===== src/rtl/dynamic_preadd_mult_pkg.sv =====
// Shared types for the dynamic pre-adder multiplier.
// The pre-adder operation travels down the pipeline as a typed value.
package dynamic_preadd_mult_pkg;

    typedef enum logic {
        OP_ADD = 1'b0,
        OP_SUB = 1'b1
    } preadd_op_e;

endpackage


===== src/rtl/dynamic_preadd_mult_preadd_stage.sv =====
// Registered signed pre-adder: ad = d +/- a, computed one bit wider than the operands
// so that the result is exact over the whole input range.
module preadd_stage
    import dynamic_preadd_mult_pkg::*;
#(
    parameter int W = 16
) (
    input  logic                clk,
    input  logic                rst,
    input  logic                ce,
    input  preadd_op_e          op,
    input  logic signed [W-1:0] a,
    input  logic signed [W-1:0] d,
    output logic signed [W:0]   ad
);

    logic signed [W:0] a_ext;
    logic signed [W:0] d_ext;

    assign a_ext = {a[W-1], a};
    assign d_ext = {d[W-1], d};

    // NOTE: sequential state uses non-blocking assignments so every register samples
    // pre-edge values; the async clear keeps the pipeline free of stale samples.
    always_ff @(posedge clk or negedge rst) begin
        if (!rst) begin
            ad <= '0;
        end else if (ce) begin
            ad <= (op == OP_SUB) ? d_ext - a_ext : d_ext + a_ext;
        end
    end

endmodule


===== src/rtl/dynamic_preadd_mult.sv =====
// Three-stage pipelined signed pre-adder multiplier: pout = (din +/- ain) * bin.
// Register layout follows the DSP slice (A/D/B input, AD pre-add, M/P output).
module dynamic_preadd_mult
    import dynamic_preadd_mult_pkg::*;
#(
    parameter int AW = 16,
    parameter int BW = 16
) (
    input  logic                    clk,
    input  logic                    rst,
    input  logic                    ce,
    input  logic                    subadd,
    input  logic signed [AW-1:0]    ain,
    input  logic signed [AW-1:0]    din,
    input  logic signed [BW-1:0]    bin,
    output logic signed [AW+BW:0]   pout
);

    localparam int MW = AW + 1 + BW;

    logic signed [AW-1:0] a_r;
    logic signed [AW-1:0] d_r;
    logic signed [BW-1:0] b_r;
    logic signed [BW-1:0] b_r2;
    preadd_op_e           op_r;
    logic signed [AW:0]   ad_r;
    logic signed [MW-1:0] ad_ext;
    logic signed [MW-1:0] b_ext;

    // S1: operand registers, subadd captured with its operands
    always_ff @(posedge clk or negedge rst) begin
        if (!rst) begin
            a_r  <= '0;
            d_r  <= '0;
            b_r  <= '0;
            op_r <= OP_ADD;
        end else if (ce) begin
            a_r  <= ain;
            d_r  <= din;
            b_r  <= bin;
            op_r <= preadd_op_e'(subadd);
        end
    end

    // S2: pre-adder, with B delayed so it stays aligned with its sample
    preadd_stage #(
        .W (AW)
    ) u_preadd (
        .clk (clk),
        .rst (rst),
        .ce  (ce),
        .op  (op_r),
        .a   (a_r),
        .d   (d_r),
        .ad  (ad_r)
    );

    always_ff @(posedge clk or negedge rst) begin
        if (!rst) begin
            b_r2 <= '0;
        end else if (ce) begin
            b_r2 <= b_r;
        end
    end

    // S3: full-precision product; operands widened explicitly so no bits are lost
    assign ad_ext = {{BW{ad_r[AW]}}, ad_r};
    assign b_ext  = {{(AW + 1){b_r2[BW-1]}}, b_r2};

    always_ff @(posedge clk or negedge rst) begin
        if (!rst) begin
            pout <= '0;
        end else if (ce) begin
            pout <= ad_ext * b_ext;
        end
    end

endmodule


===== config.mk =====
export PLATFORM = sky130hd
export DESIGN_NAME = dynamic_preadd_mult
export DESIGN_NICKNAME = d
export VERILOG_FILES = /design/src/rtl/dynamic_preadd_mult_pkg.sv /design/src/rtl/dynamic_preadd_mult_preadd_stage.sv /design/src/rtl/dynamic_preadd_mult.sv
export SDC_FILE = /design/constraint.sdc
export NUM_CORES = 1
export LEC_CHECK = 0
export BUFFER_PORTS_ARGS = -buffer_cell sky130_fd_sc_hd__buf_2
export CAP_MARGIN = 25
export CORE_MARGIN = 2
export CORE_UTILIZATION = 55
export DETAILED_ROUTE_END_ITERATION = 10
export HOLD_SLACK_MARGIN = 0.1
export PLACE_DENSITY = 0.73
export SETUP_SLACK_MARGIN = 0.05
export SLEW_MARGIN = 20
export SYNTH_ARGS = -nofsm -noshare
export SYNTH_HDL_FRONTEND = slang
export SYNTH_HIERARCHICAL = 1
export SYNTH_SLANG_ARGS = --single-unit
export TNS_END_PERCENT = 1

===== constraint.sdc =====
create_clock -name clk -period 13.65 [get_ports clk]
set_input_delay 2.73 -clock clk [delete_from_list [all_inputs] [get_ports clk]]
set_output_delay 2.73 -clock clk [all_outputs]
set_load 0.05 [all_outputs]

Yosys cells after proc, flatten, opt, wreduce, memory -nomap -nowiden

Cells that the tools add are included.

Add/subtract/negate cells: 2
Multiply operators: 1
Muxes and demuxes: 1

Operator list:

| operator       | count |
|---|---|
| $mul 17x16->33 | 1 |
| $add 16x16->17 | 1 |
| $mux 17        | 1 |
| $sub 16x16->17 | 1 |

Register bits after elaboration: 115
Output and inout bits: 33
Word-level logic and storage cells: 11

Depth between registers and ports, before layout

Depth after elaboration: 2
Gate-level depth with buffers: 24
Gate-level depth less buffers: 20

By module

Netlist, hierarchy kept.

Modules (own cells, without submodules):

| module              | times used | cells an instance | area an instance (um^2) |
|---|---|---|---|
| dynamic_preadd_mult | 1          | 1430              | 14310.0 |
| preadd_stage        | 1          | 201               | 1765.4 |

Worst setup path before layout

Ideal clock, no wire load.

Path type: register -> register
Start point: register b_r2[7]
End point: register pout[23]
Setup time: 125 ps
Arrival: 5801 ps
Required time: 13525 ps
Path slack: 7724 ps
Cell stages (with the launch flop): 25
Clock period less this slack: 5926 ps
Path through: dfrtp_1 > clkbuf_1 > clkbuf_1 > nand2_1 > fa_1 > inv_1 > fa_1 > inv_1 > fa_1 > inv_1 > fa_1 > fa_1 > inv_1 > fa_1 > inv_1 > ha_1 > buf_2 > and2_1 > buf_4 > nand2_1 > o211ai_2 > a221oi_4 > o21bai_1 > xnor2_1 > mux2_2

Word-level cells in the longest chain between the ends: 1

Ends and longest elaborated chain:

| element                | line                      | source |
|---|---|---|
| start, declared        | dynamic_preadd_mult.sv:24 | `logic signed [BW-1:0] b_r2;` |
| start signal, assigned | dynamic_preadd_mult.sv:62 | `b_r2 <= b_r;` |
| $mul 17x16->33         | dynamic_preadd_mult.sv:74 | `pout <= ad_ext * b_ext;` |
| end signal, assigned   | dynamic_preadd_mult.sv:74 |  |
| end, declared          | dynamic_preadd_mult.sv:16 | `output logic signed [AW+BW:0] pout` |

Every way passes these cells.
A chain may end at the register's enable or synchronous reset.

Final worst setup path

Start point: register u_preadd.ad[16]
End point: register pout[28]

Word-level cells in the longest chain between the ends: 1

Ends and longest elaborated chain:

| element                | line                                   | source |
|---|---|---|
| start, declared        | dynamic_preadd_mult_preadd_stage.sv:14 | `output logic signed [W:0] ad` |
| start signal, assigned | dynamic_preadd_mult_preadd_stage.sv:29 | `ad <= (op == OP_SUB) ? d_ext - a_ext : d_ext + a_ext;` |
| $mul 17x16->33         | dynamic_preadd_mult.sv:74              |  |

Every way passes these cells.

==> run metrics <==
outcome=complete, no violations; Buf/Inv on CP=3; worst path required time=14000 ps; final wirelength=36300 um; Final period util=48.0%; CP max stage delay=870 ps; CTS Sinks=115; vias in the first global route=12500; Worst Setup Start Kind=flip-flop; core area=28800 um^2; EDFF count, synth=0; Synth Area in Simple Gates=12.4%; Final nets=2104; complex-gate fraction of the synthesized area=7.58%; drt drc=0; fill count=2406; Final Max Slew Viols=0; drt via density=5.49; Critical Path End Type=flip-flop; Final Hold Viols=0; Die Y=175 um; layout cells sized above 1=14.3%; FF+latch count, synth=115; Post-CTS Setup Bufs=0; Area after DPL=16800 um^2; WS Path Type=flip-flop to flip-flop; Finish-stage setup viols=0; worst slack, placed=7120 ps; crit path cell chain=nand2_1 > inv_1 > fa_1 > fa_1 > fa_1 > fa_1 > fa_1 > inv_1 > fa_1 > inv_1 > ha_1 > a211oi_1 > o21ai_1 > a2111oi_0 > a21boi_1 > o21ai_0 > a31oi_1; Clk pin slew, worst setup/hold paths=60 ps; H-tree levels=4; Main synth FF type=dfrtp_1; clock latency on the worst-skew pair=430 ps; DR pass1 iterations=5; cts hold-fix bufs=0; CTS Buffer Depth=2; kind of cell adding the most delay to the critical path=adder cells; adder-cell share of the synthesized area=42.4%; number of diodes=0; Seq/Total Area, Yosys=17.9%; Fin Setup TNS=0 ps; crit-path max FO=17; Least-Margin Pin Slew=837 ps; shortest period the worst path allows=6550 ps; GRT Overall Usage=25.5%; post-synthesis instance area=16100 um^2; post-route ant nets=0; Crit-path slowest cell=fa_1; largest family of logic cells by synthesized area=adder cells; Rel. slew slack=44.2%; Design Area, Final=17400 um^2; Setup Skew=24.1 ps; Num CTS Buffers=17; FMAX=153 MHz; Synth area leader=fa_1; initial antenna violation count=0; Max Cap Viol=0; gr ovfl total=0; hpwl dp=28600 um; top cells by area, synth=fa_1 34%, dfrtp_1 18%, ha_1 7.9%, inv_1 7.8%, mux2_2 6.8%; Most common cell on crit path=fa_1; # rows=62; die boundary width=175 um; drt first-iter violations=620; Initial Util=55.9%; warnings from Yosys=6; post-DR wirelength/cell=17.5 um; root buffer cell=clkbuf_16; TritonCTS clock tree=yes; Gate Count Post-Synth=1631; first-pass GRT wire length=61500 um; Buffers on Ports=84; RSZ-0062 raised after global routing=false; Post-Syn Area per Cell=9.86 um^2; setup slack, reg-to-reg=7100 ps; post-synth cell types=77; share of the synthesized area in the top cell type=34.5%; worst hold-check path type=flip-flop to flip-flop; Area Overhead vs Synth=8.13%; PnR worst setup slack=7100 ps; CP Data Arrival Time=6900 ps; routed via count=11400; Top-Level Pins=85; die area=30600 um^2; ys async rst share=100%; mux cell area share after synthesis=7.14%; largest net degree at the start of global routing=87; Hold WS=507 ps; Syn Nets=2061; Post-Synth XOR/XNOR Area=3.27%; global placement routability congestion=0.899; post-cts sizing count=0
==> flip-flops by register name, indices dropped and copies added, names as in the netlist <==
name,count
op_r,1
b_r,16
d_r,16
a_r,16
pout,33
u_preadd/ad,17
b_r2,16
==> final timing paths <==
kind,startpoint,end,cells after the start
worst min register to register,pout[16],pout[16],1
max in group asynchronous,rst,pout[0],2
worst max-delay path,u_preadd/ad[16],pout[28],17
worst min-delay path,pout[16],pout[16],1
min in group asynchronous,rst,b_r[12],1
worst max register to register,u_preadd/ad[16],pout[28],17
==> synthesized netlist by cell type (all sizes together) (15+ instances only) <==
cell	instances
a21o	15
a21oi	51
and2	128
clkbuf	55
dfrtp	115
fa	277
ha	101
inv	332
mux2	98
nand2	169
nor2	60
o21ai	36
xnor2	49
==> layout make-up <==
class / count / area (um^2) / area share, %
multi-input cells: 1119 / 11700 / 67.3
well taps: 384 / 480 / 2.76
repair buffers: 89 / 483 / 2.78
inverters: 332 / 1250 / 7.17
clock buffers: 17 / 425 / 2.45
flip-flops and latches: 115 / 2880 / 16.6
clock inverters: 15 / 179 / 1.03
==> placed cells by master (no fill, tap or decap), types with 7 or more instances in the layout <==
cell,n
nand2_1,169
nor3_1,10
inv_8,7
mux2_2,97
nor4_1,7
fa_1,277
o211ai_1,8
dfrtp_1,115
and2_1,128
xor2_1,11
o21ai_0,25
a21oi_1,50
a21o_1,14
xnor2_1,49
buf_2,82
o21ai_1,9
nor2_1,60
o21a_1,9
clkbuf_16,17
inv_1,332
ha_1,101
==> through the flow <==
| step | std cells | utilization [%] |
|---|---|---|
| 4_1_cts | 2070 | 60.3 |
| 3_3_place_gp | 2038 | 58.2 |
| 2_1_floorplan | 1631 | - |
| 6_report | 2071 | 60.4 |
| 3_5_place_dp | 2038 | 58.2 |
| 5_1_grt | 2071 | 60.4 |
==> layer usage <==
| layer | wire (um) | vias up | GRT usage [%] |
|---|---|---|---|
| met5 | 0 | - | 0 |
| met4 | 1160 | 0 | 9.58 |
| met3 | 1780 | 67 | 3.74 |
| met2 | 18300 | 342 | 43.5 |
| met1 | 15000 | 5820 | 33.0 |
| li1 | - | 5138 | - |
==> logic make-up after synthesis <==
group / count (synthesis)
compound gates: 172
xor+xnor: 60
fa+ha+maj: 378
buf+inv: 397
flops: 115
mux: 102
simple gates: 407
Power is left out: the tool's default activity adds up to more than one toggle a clock period on the data nets, which glitch-free logic cannot reach.
